[src/rtl/neopx_frame_sched_if.sv]
// Wishbone classic write-master bundle between the frame scheduler and wb_neoPx.
// The master drives address, data and control signals. The slave returns ack and err.
interface neopx_frame_sched_if;
  logic [31:0] wb_adr_o;
  logic [31:0] wb_dat_o;
  logic        wb_we_o;
  logic [3:0]  wb_sel_o;
  logic        wb_stb_o;
  logic        wb_cyc_o;
  logic        wb_ack_i;
  logic        wb_err_i;

  modport master (
    output wb_adr_o, wb_dat_o, wb_we_o, wb_sel_o, wb_stb_o, wb_cyc_o,
    input  wb_ack_i, wb_err_i
  );

  modport slave (
    input  wb_adr_o, wb_dat_o, wb_we_o, wb_sel_o, wb_stb_o, wb_cyc_o,
    output wb_ack_i, wb_err_i
  );
endinterface

[src/rtl/neopx_frame_sched.sv]
// Frame refresh sequencer for wb_neoPx. It copies a host-loaded shadow pixel buffer into
// the peripheral one Wishbone write at a time, then writes the update trigger.
module neopx_frame_sched #(
  parameter int unsigned CLK_FREQ_HZ = 72_000_000,
  parameter int unsigned FRAME_HZ    = 60,
  parameter int unsigned NUM_PIXELS  = 8,
  parameter logic [31:0] PIX_BASE    = 32'h0,
  parameter logic [31:0] TRIG_ADDR   = 32'h20,
  parameter int unsigned ACK_TIMEOUT = 255,
  localparam int unsigned IW = (NUM_PIXELS > 1) ? $clog2(NUM_PIXELS) : 1
) (
  input  logic                 i_clk,
  input  logic                 i_rst_n,
  input  logic                 i_enable,
  input  logic                 i_force,
  input  logic                 i_pix_we,
  input  logic [IW-1:0]        i_pix_idx,
  input  logic [31:0]          i_pix_data,
  input  logic                 i_px_busy,
  neopx_frame_sched_if.master  wb,
  output logic                 o_busy,
  output logic                 o_frame_done,
  output logic [7:0]           o_overrun_cnt,
  output logic [7:0]           o_err_cnt
);

  localparam int unsigned DIV = (CLK_FREQ_HZ / FRAME_HZ > 0) ? (CLK_FREQ_HZ / FRAME_HZ) : 1;
  localparam int unsigned CW  = (DIV > 1) ? $clog2(DIV) : 1;
  localparam int unsigned TW  = (ACK_TIMEOUT > 1) ? $clog2(ACK_TIMEOUT) : 1;
  localparam logic [IW-1:0] LAST_IDX = IW'(NUM_PIXELS - 1);

  typedef enum logic [2:0] {
    S_IDLE,
    S_WAIT_RDY,
    S_WR_PIX,
    S_PIX_GAP,
    S_WR_TRIG
  } state_e;

  state_e        r_state;
  logic [CW-1:0] r_tick_cnt;
  logic          r_pending;
  logic          r_dirty;
  logic [7:0]    r_overrun_cnt;
  logic [7:0]    r_err_cnt;
  logic [31:0]   r_shadow [NUM_PIXELS];
  logic [IW-1:0] r_k;
  logic [TW-1:0] r_to_cnt;
  logic [31:0]   r_adr;
  logic [31:0]   r_dat;
  logic          r_we;
  logic [3:0]    r_sel;
  logic          r_stb;
  logic          r_cyc;
  logic          r_frame_done;

  logic          w_tick;
  logic          w_req;
  logic          w_launch;
  logic          w_pix_wr;
  logic          w_in_cycle;
  logic          w_timeout;
  logic          w_abort;
  logic [IW-1:0] w_start_idx;
  logic [31:0]   w_pix_adr;

  assign w_tick      = i_enable && (32'(r_tick_cnt) == DIV - 1);
  assign w_req       = (w_tick && r_dirty) || i_force;
  assign w_launch    = (r_state == S_IDLE) && r_pending;
  assign w_pix_wr    = i_pix_we && (32'(i_pix_idx) < NUM_PIXELS);
  assign w_in_cycle  = (r_state == S_WR_PIX) || (r_state == S_WR_TRIG);
  assign w_timeout   = (32'(r_to_cnt) == ACK_TIMEOUT - 1);
  // An error wins over a simultaneous ack. A timeout only fires if no ack arrived this cycle.
  assign w_abort     = w_in_cycle && (wb.wb_err_i || (!wb.wb_ack_i && w_timeout));
  assign w_start_idx = (r_state == S_PIX_GAP) ? (r_k + IW'(1)) : r_k;
  assign w_pix_adr   = PIX_BASE + (32'(w_start_idx) << 2);

  // NOTE: every clocked block uses non-blocking assignments so that all registers
  // update together from pre-edge values, whatever order the blocks are evaluated in.
  always_ff @(posedge i_clk or negedge i_rst_n) begin
    if (!i_rst_n) begin
      r_tick_cnt <= '0;
    end else if (!i_enable || w_tick) begin
      r_tick_cnt <= '0;
    end else begin
      r_tick_cnt <= r_tick_cnt + CW'(1);
    end
  end

  // A request that arrives in the launch cycle merges into the frame that is starting.
  always_ff @(posedge i_clk or negedge i_rst_n) begin
    if (!i_rst_n) begin
      r_pending     <= 1'b0;
      r_overrun_cnt <= '0;
    end else if (w_launch) begin
      r_pending <= 1'b0;
    end else if (w_req) begin
      r_pending <= 1'b1;
      if (r_pending && (r_overrun_cnt != 8'hFF)) begin
        r_overrun_cnt <= r_overrun_cnt + 8'd1;
      end
    end
  end

  // NOTE: the shadow buffer is reset explicitly because the host expects a dark strip
  // after reset. This means it is built from flops, not RAM.
  always_ff @(posedge i_clk or negedge i_rst_n) begin
    if (!i_rst_n) begin
      for (int i = 0; i < int'(NUM_PIXELS); i++) begin
        r_shadow[i] <= '0;
      end
    end else if (w_pix_wr) begin
      r_shadow[i_pix_idx] <= i_pix_data;
    end
  end

  // A host write or an aborted frame keeps dirty set, even in the launch cycle.
  always_ff @(posedge i_clk or negedge i_rst_n) begin
    if (!i_rst_n) begin
      r_dirty <= 1'b1;
    end else if (w_pix_wr || w_abort) begin
      r_dirty <= 1'b1;
    end else if (w_launch) begin
      r_dirty <= 1'b0;
    end
  end

  always_ff @(posedge i_clk or negedge i_rst_n) begin
    if (!i_rst_n) begin
      r_state      <= S_IDLE;
      r_k          <= '0;
      r_to_cnt     <= '0;
      r_adr        <= '0;
      r_dat        <= '0;
      r_we         <= 1'b0;
      r_sel        <= 4'h0;
      r_stb        <= 1'b0;
      r_cyc        <= 1'b0;
      r_frame_done <= 1'b0;
      r_err_cnt    <= '0;
    end else begin
      r_frame_done <= 1'b0;
      case (r_state)
        S_IDLE: begin
          if (r_pending) begin
            r_k     <= '0;
            r_state <= S_WAIT_RDY;
          end
        end

        S_WAIT_RDY: begin
          if (!i_px_busy) begin
            r_adr    <= w_pix_adr;
            r_dat    <= r_shadow[w_start_idx];
            r_we     <= 1'b1;
            r_sel    <= 4'hF;
            r_stb    <= 1'b1;
            r_cyc    <= 1'b1;
            r_to_cnt <= '0;
            r_state  <= S_WR_PIX;
          end
        end

        S_WR_PIX, S_WR_TRIG: begin
          if (w_abort || wb.wb_ack_i) begin
            r_we  <= 1'b0;
            r_sel <= 4'h0;
            r_stb <= 1'b0;
            r_cyc <= 1'b0;
          end
          if (w_abort) begin
            if (r_err_cnt != 8'hFF) begin
              r_err_cnt <= r_err_cnt + 8'd1;
            end
            r_state <= S_IDLE;
          end else if (wb.wb_ack_i) begin
            if (r_state == S_WR_TRIG) begin
              r_frame_done <= 1'b1;
              r_state      <= S_IDLE;
            end else begin
              r_state <= S_PIX_GAP;
            end
          end else begin
            r_to_cnt <= r_to_cnt + TW'(1);
          end
        end

        // Bus is idle for exactly this one cycle between back-to-back writes.
        S_PIX_GAP: begin
          r_we     <= 1'b1;
          r_sel    <= 4'hF;
          r_stb    <= 1'b1;
          r_cyc    <= 1'b1;
          r_to_cnt <= '0;
          if (r_k == LAST_IDX) begin
            r_adr   <= TRIG_ADDR;
            r_dat   <= 32'h1;
            r_state <= S_WR_TRIG;
          end else begin
            r_k     <= w_start_idx;
            r_adr   <= w_pix_adr;
            r_dat   <= r_shadow[w_start_idx];
            r_state <= S_WR_PIX;
          end
        end

        default: r_state <= S_IDLE;
      endcase
    end
  end

  assign wb.wb_adr_o    = r_adr;
  assign wb.wb_dat_o    = r_dat;
  assign wb.wb_we_o     = r_we;
  assign wb.wb_sel_o    = r_sel;
  assign wb.wb_stb_o    = r_stb;
  assign wb.wb_cyc_o    = r_cyc;
  assign o_busy         = (r_state != S_IDLE);
  assign o_frame_done   = r_frame_done;
  assign o_overrun_cnt  = r_overrun_cnt;
  assign o_err_cnt      = r_err_cnt;

endmodule
[src/flat_wrapper.sv]
// flat-port wrapper written by rule: the top's interface ports become plain ports
module neopx_frame_sched_flat 
#(
  parameter int unsigned CLK_FREQ_HZ = 72_000_000,
  parameter int unsigned FRAME_HZ    = 60,
  parameter int unsigned NUM_PIXELS  = 8,
  parameter logic [31:0] PIX_BASE    = 32'h0,
  parameter logic [31:0] TRIG_ADDR   = 32'h20,
  parameter int unsigned ACK_TIMEOUT = 255,
  localparam int unsigned IW = (NUM_PIXELS > 1) ? $clog2(NUM_PIXELS) : 1
)
  (i_clk, i_rst_n, i_enable, i_force, i_pix_we, i_pix_idx, i_pix_data, i_px_busy, o_busy, o_frame_done, o_overrun_cnt, o_err_cnt, wb_wb_adr_o, wb_wb_dat_o, wb_wb_we_o, wb_wb_sel_o, wb_wb_stb_o, wb_wb_cyc_o, wb_wb_ack_i, wb_wb_err_i);
  neopx_frame_sched_if wb_i ();
  input  logic i_clk;
  input  logic i_rst_n;
  input  logic i_enable;
  input  logic i_force;
  input  logic i_pix_we;
  input  logic [IW-1:0] i_pix_idx;
  input  logic [31:0] i_pix_data;
  input  logic i_px_busy;
  output logic o_busy;
  output logic o_frame_done;
  output logic [7:0] o_overrun_cnt;
  output logic [7:0] o_err_cnt;
  output wire logic [$bits(wb_i.wb_adr_o)-1:0] wb_wb_adr_o;
  output wire logic [$bits(wb_i.wb_dat_o)-1:0] wb_wb_dat_o;
  output wire logic [$bits(wb_i.wb_we_o)-1:0] wb_wb_we_o;
  output wire logic [$bits(wb_i.wb_sel_o)-1:0] wb_wb_sel_o;
  output wire logic [$bits(wb_i.wb_stb_o)-1:0] wb_wb_stb_o;
  output wire logic [$bits(wb_i.wb_cyc_o)-1:0] wb_wb_cyc_o;
  input wire logic [$bits(wb_i.wb_ack_i)-1:0] wb_wb_ack_i;
  input wire logic [$bits(wb_i.wb_err_i)-1:0] wb_wb_err_i;
  assign wb_wb_adr_o = wb_i.wb_adr_o;
  assign wb_wb_dat_o = wb_i.wb_dat_o;
  assign wb_wb_we_o = wb_i.wb_we_o;
  assign wb_wb_sel_o = wb_i.wb_sel_o;
  assign wb_wb_stb_o = wb_i.wb_stb_o;
  assign wb_wb_cyc_o = wb_i.wb_cyc_o;
  assign wb_i.wb_ack_i = wb_wb_ack_i;
  assign wb_i.wb_err_i = wb_wb_err_i;
  neopx_frame_sched #(.CLK_FREQ_HZ(CLK_FREQ_HZ), .FRAME_HZ(FRAME_HZ), .NUM_PIXELS(NUM_PIXELS), .PIX_BASE(PIX_BASE), .TRIG_ADDR(TRIG_ADDR), .ACK_TIMEOUT(ACK_TIMEOUT)) u_core (.i_clk(i_clk), .i_rst_n(i_rst_n), .i_enable(i_enable), .i_force(i_force), .i_pix_we(i_pix_we), .i_pix_idx(i_pix_idx), .i_pix_data(i_pix_data), .i_px_busy(i_px_busy), .wb(wb_i), .o_busy(o_busy), .o_frame_done(o_frame_done), .o_overrun_cnt(o_overrun_cnt), .o_err_cnt(o_err_cnt));
endmodule
[config.mk]
export PLATFORM = sky130hd
export DESIGN_NAME = neopx_frame_sched_flat
export DESIGN_NICKNAME = d
export VERILOG_FILES = /design/src/rtl/neopx_frame_sched_if.sv /design/src/rtl/neopx_frame_sched.sv /design/src/flat_wrapper.sv
export SDC_FILE = /design/constraint.sdc
export NUM_CORES = 1
export LEC_CHECK = 0
export CORE_UTILIZATION = 55
export DETAILED_ROUTE_END_ITERATION = 16
export PLACE_DENSITY = 0.88
export SLEW_MARGIN = 15
export SYNTH_ARGS = -nofsm -noshare
export SYNTH_HDL_FRONTEND = slang
export SYNTH_SLANG_ARGS = --single-unit
[constraint.sdc]
create_clock -name i_clk -period 4.4 [get_ports i_clk]
set_clock_uncertainty 0.05 [all_clocks]
set_input_delay 0.88 -clock i_clk [delete_from_list [all_inputs] [get_ports i_clk]]
set_output_delay 0.88 -clock i_clk [all_outputs]
set_load 0.05 [all_outputs]
==> flow_summary.toml, run 1 <==
[logic_synthesis]
synthesis.area_sq_um = 15800
ys_seq_elements = 347
synth_top_area_frac = 0.549
yosysSeqAreaShare = 0.550
synth_area_per_cell_sq_um = 12.0
synth_common_cells = "346 x dfrtp_1, 265 x mux2_2, 216 x nand2_1"
synth_edf_count = 0
ys.warnings.count = 0
yosysUniqueCellTypes = 56
syn_inst = 1314
yosys.cell_count.top_type = "dfrtp_1"
ys.flop_type = "dfrtp_1"
synthArstFlopShare = 1.00
synth_top_cells_by_area = "dfrtp_1 55%, mux2_2 19%, nand2_1 5.1%"
synth_area_leader_cell = "dfrtp_1"

[detailed_routing]
vias = 11000
wl_per_cell_microns = 21.3
wirelength_mm = 38.5
avgViaCountPerCell = 6.11
drc_errors = 0
drtPass1Iterations = 5
antenna_left = 0
drtIter0Drc = 822

[pwr]
ir_worst_vdd_uv = 449
p_per_area_nw_per_um2 = 652
cellLeakagePower_uw = 0.00782

[final_layout]
multiInputGateArea_sq_um = 6640
stdcell_area_sq_um = 18400
fill_cells = 1974
area_growth_pct = 16.5
utilization = 0.656
regArea_sq_um = 8680
layout.nets = 1454
drive_gt1_frac = 0.256

[setup_path]
r2r_cells = 7
required_ns = 3.47
worstSetupStartpointType = "register"
crit_type = "register to primary output"
cp.arrival_ns = 2.45
end_kind = "primary output"
path_max_fanout = 11

[sta]
setup_violations = 0
fin_setup_tns_ns = 0
fmax_mhz = 296
min_period_ns = 3.38
tightest_slew_ns = 1.02
fin_crit_sh = 0.768
slew_violations = 0
slew_headroom = 0.320
rsz0062_at_grt = "false"
finalHoldViolCount = 0

[cts]
clk_path_buf_depth = 3
cts_buffers = 36
clk_pin_slew_worst_paths_ns = 0.06
cts_tree = "yes"
clkSinkCount = 347
insertion_delay_ns = 0.53
cts_setup_buffers = 0
postCtsHoldBufs = 0
post_cts_resized = 0
htreeDepth = 2
cts-root-buf = "clkbuf_16"

[floorplan]
num_rows = 61
core_sq_um = 28000
die_y_microns = 171
dieArea_sq_um = 29400
die_w_microns = 171
start_util = 0.563
ioPinCount = 132

[global_route]
grt_pass1_vias = 11300
grt_use_total = 0.269
grt_pass1_wl_mm = 61.3
gr-total-overflow = 0
antenna_found_initial = 2
grt_max_degree = 142

[placed_design]
place_hpwl_mm = 21.9
post_dp_cell_area_sq_um = 17200
io_buffer_count = 103
gp_congestion = 0.800

[flow_run]
cap_violations = 0

[hold_path]
min_path_type = "input pin to async pin"

[outcome]
status = "finished, final reports clean"
final timing paths:
kind                                           start                    end  slack, ns
worst max register to register         u_core.r_k[1]  u_core.wb.wb_dat_o[8]       1.30
worst min-delay path                         i_rst_n   u_core.r_shadow[201]       0.18
max in group asynchronous                    i_rst_n   u_core.r_shadow[162]       2.93
worst max-delay path               u_core.r_state[1]                 o_busy       1.02
worst min register to register  u_core.r_tick_cnt[0]   u_core.r_tick_cnt[0]       0.43
min in group i_clk              u_core.r_tick_cnt[0]   u_core.r_tick_cnt[0]       0.43
where the power goes:
| group | switching, uW | internal [uW] |
|---|---|---|
| Clock | 1230 | 1840 |
| Combinational | 2720 | 1680 |
| Sequential | 550 | 3970 |
| Total | 4500 | 7490 |
state kept, by name (all words and copies together), names as in the netlist:
signal and count:
u_core.wb.wb_dat_o 32, u_core.r_to_cnt 8, u_core.r_k 3, u_core.o_overrun_cnt 8, u_core.o_err_cnt 8, u_core.r_pending 1
u_core.r_dirty 1, u_core.o_frame_done 1, u_core.r_tick_cnt 21, u_core.wb.wb_sel_o 1, u_core.r_state 3, u_core.wb.wb_adr_o 4
u_core.r_shadow 256
cell families (layout without fill, tap and decap cells):
family,after synthesis,after routing,synth area share
other,1,29,0.000238
adders and majority gates,8,8,0.00634
AOI/OAI and AO/OA,135,135,0.0677
and+or+nand+nor,371,371,0.108
muxes,302,302,0.213
buffers and inverters,120,207,0.0380
DFF,347,347,0.550
xor gates and xnor gates,30,30,0.0166
cells in the final DEF, fill, tap and decap left out, types with 6 or more instances in the layout:
cell / count
mux2_2: 264
a32oi_1: 31
inv_1: 9
clkbuf_16: 38
nand2_1: 216
nand3_1: 48
clkbuf_8: 8
clkdlybuf4s50_1: 102
ha_1: 8
or4_1: 6
mux2i_1: 34
nand4_1: 6
o21ai_0: 7
a32o_1: 31
xor2_1: 15
nor3_1: 8
dfrtp_1: 346
nor3b_1: 6
buf_4: 25
conb_1: 28
and3_1: 6
a31oi_1: 35
nor2_1: 41
a21oi_1: 12
clkbuf_1: 12
xnor2_1: 15
cell type report:
type | instances | share of cell area
sequential | 347 | 0.472
clock buffer | 58 | 0.0602
timing repair buffer | 134 | 0.0735
clock inverter | 5 | 0.00483
tap | 378 | 0.0257
multi-input combinational | 874 | 0.361
antenna | 1 | 0.000136
inverter | 10 | 0.00204
through the flow:
stage / setup slack [ns] / power (uW) / cells / hold slack, ns
6_report: 1.02 / 12000 / 1807 / 0.181
5_1_grt: 0.932 / 12500 / 1806 / 0.197
4_1_cts: 1.05 / 12000 / 1805 / 0.434
2_1_floorplan: 1.89 / 7500 / 1341 / 0.398
3_3_place_gp: 1.45 / 8680 / 1742 / 0.414
3_5_place_dp: 1.36 / 8860 / 1742 / 0.428
metal layers:
layer  vias to the layer above  share of wire  track usage
li1                       4815              -            -
met1                      5726           0.41        0.351
met2                       421           0.50        0.458
met3                        85          0.061       0.0460
met4                         2          0.025       0.0877
met5                         -        0.00029            0
worst max-delay path, stage by stage, from the launching register on:
cell	delay (ns)
dfrtp_1	0.51
nor3_1	0.57
inv_1	0.12
clkdlybuf4s50_1	0.73
No activity file was read; power rests on OpenSTA's default activity.
==> run 2: changes to the inputs <==
CORE_UTILIZATION = 53   (was 55)
PLACE_DENSITY = 0.89   (was 0.88)
clock period = 2.7 ns   (was 4.4 ns; I/O delays follow)
==> run 2 against run 1 <==
Sequential cell count unchanged. Via count up 0.64%. Die area rose by 3.7%. Worst setup slack got worse by 0.88 ns. Global-route usage fell by 1.0 points. Hold slack improved by 0.27 ns. Critical path depth grew 3. Clock power up 80%. Largest cell class unchanged.
==> flow_summary.toml, run 2 (synthesis gave the netlist of run 1 again) <==
[outcome]
status = "finished, final reports clean"

[placed_design]
place_hpwl_mm = 22.8
gp_congestion = 0.828
io_buffer_count = 103
dp_worst_setup_slack_ns = 0.148
post_dp_cell_area_sq_um = 17400

[pwr]
power_frac_comb = 0.365
p_clk_frac = 0.273
cellLeakagePower_uw = 0.00802
p_per_area_nw_per_um2 = 1080
ir_worst_vdd_uv = 801
net-switching-power_uw = 7570
p_int_uw = 12700
pwr-share-seq = 0.363
swShare = 0.373

[hold_path]
holdCritStartpoint = "u_core.r_tick_cnt[0]"
hold_end = "u_core.r_tick_cnt[0]"
holdPathStages = 1
min_path_type = "register to register"

[sta]
min_period_ns = 2.56
fin_crit_sh = 0.946
slew_headroom = 0.544
slew_violations = 0
fin_setup_tns_ns = 0
rsz0062_at_grt = "false"
finalHoldViolCount = 0
fmax_mhz = 391
tightest_slew_ns = 0.678
setup_violations = 0
layout_setup_ws_ns = 0.145
whs_ns = 0.446

[cts]
clk_path_buf_depth = 3
cts_buffers = 38
cts_tree = "yes"
htreeDepth = 2
cts_setup_buffers = 0
cts-root-buf = "clkbuf_16"
clk_pin_slew_worst_paths_ns = 0.06
insertion_delay_ns = 0.54
clkSinkCount = 347

[setup_path]
end_kind = "register"
crit_type = "register to register"
worstSetupStartpointType = "register"
r2r-end = "u_core.wb.wb_dat_o[5]"
path_max_fanout = 26
rr_startpoint = "u_core.r_k[1]"
r2r_cells = 6
crit_start = "u_core.r_k[1]"
required_ns = 3.06
cp.arrival_ns = 2.92
rrSetupSlack_ns = 0.14

[detailed_routing]
avgViaCountPerCell = 6.07
wirelength_mm = 38.6
antenna_left = 0
drtPass1Iterations = 5
wl_per_cell_microns = 21.1
vias = 11100
drtIter0Drc = 788
drc_errors = 0

[final_layout]
regMostFlops = "u_core.r_shadow"
stdcell_area_sq_um = 18800
layout.nets = 1467
drive_gt1_frac = 0.268
area_growth_pct = 19.1
utilization = 0.648
final_cell_mix = "346 x dfrtp_1, 264 x mux2_2, 216 x nand2_1"
layout_commonest_cell = "dfrtp_1"
largest_register_ffs = 256

[floorplan]
die_w_microns = 175
core_sq_um = 29000
dieArea_sq_um = 30500
start_util = 0.544
num_rows = 62
die_y_microns = 175
ioPinCount = 132

[global_route]
grt_pass1_wl_mm = 62.7
gr-total-overflow = 0
grt_pass1_vias = 11700
grt_use_total = 0.259
grt_max_degree = 68
antenna_found_initial = 2

[flow_run]
cap_violations = 0
-- run 2: changes by cell type in the layout (fill, tap and decap cells not counted), sizes merged --
cell           previous run  this run
dlygate4sd3               0         1
inv                      10        13
clkdlybuf4s50           102       101
diode                     1         2
clkbuf                   58        51
bufinv                    2         5
buf                      32        42
dlygate4sd2               0         1
clkinv                    2         9
-- run 2: per-layer routing --
metal	share of wire	vias up	GRT usage
li1	-	4846	-
met1	0.40	5739	0.329
met2	0.51	435	0.440
met3	0.061	100	0.0407
met4	0.031	0	0.109
met5	0	-	0
-- run 2: worst max-delay path by stage --
stage	end	slack (ns)	cells past startpoint
finish	u_core.wb.wb_dat_o[5]	0.14	6
CTS	o_busy	0.16	3
detailed placement	u_core.r_to_cnt[4]	0.15	6
global placement	u_core.r_to_cnt[6]	0.27	7
global route	u_core.wb.wb_dat_o[5]	0.04	6
floorplan	u_core.o_overrun_cnt[6]	0.48	5
-- run 2: layout make-up --
| class | count | area, sq um |
|---|---|---|
| repair buffers | 145 | 1600 |
| inverters | 10 | 37.5 |
| well taps | 384 | 480 |
| clock buffers | 51 | 1090 |
| flip-flops and latches | 347 | 8680 |
| fillers | 2049 | 10200 |
| diodes | 2 | 5.00 |
| multi-input cells | 874 | 6640 |
| clock inverters | 18 | 255 |
-- run 2: critical path: stages (launching register included) --
cell	delay, ns
dfrtp_1	0.45
ha_1	0.42
mux2_4	0.48
buf_4	0.36
mux2i_1	0.26
a32oi_1	0.11
a32o_1	0.28
-- run 2: power by group through the flow --
| stage | Clock [uW] | Sequential [uW] | Combinational, uW |
|---|---|---|---|
| 6_report | 5540 | 7360 | 7400 |
| 2_1_floorplan | 0 | 8260 | 3960 |
| 3_5_place_dp | 0 | 7380 | 7290 |
| 3_3_place_gp | 0 | 7290 | 7080 |
| 5_1_grt | 5790 | 7480 | 7900 |
| 4_1_cts | 5610 | 7330 | 7400 |
-- run 2: per-stage QoR --
stage | instances | power (uW)
6_report | 1831 | 20300
5_1_grt | 1831 | 21200
4_1_cts | 1829 | 20300
3_5_place_dp | 1759 | 14700
3_3_place_gp | 1759 | 14400
2_1_floorplan | 1341 | 12200
-- run 2: what timing repair did --
item,CTS,global route
hold buffers,1,0
endpoints found under the setup margin,1,0
endpoints found under the hold margin,58,0
gates resized for setup,1,0
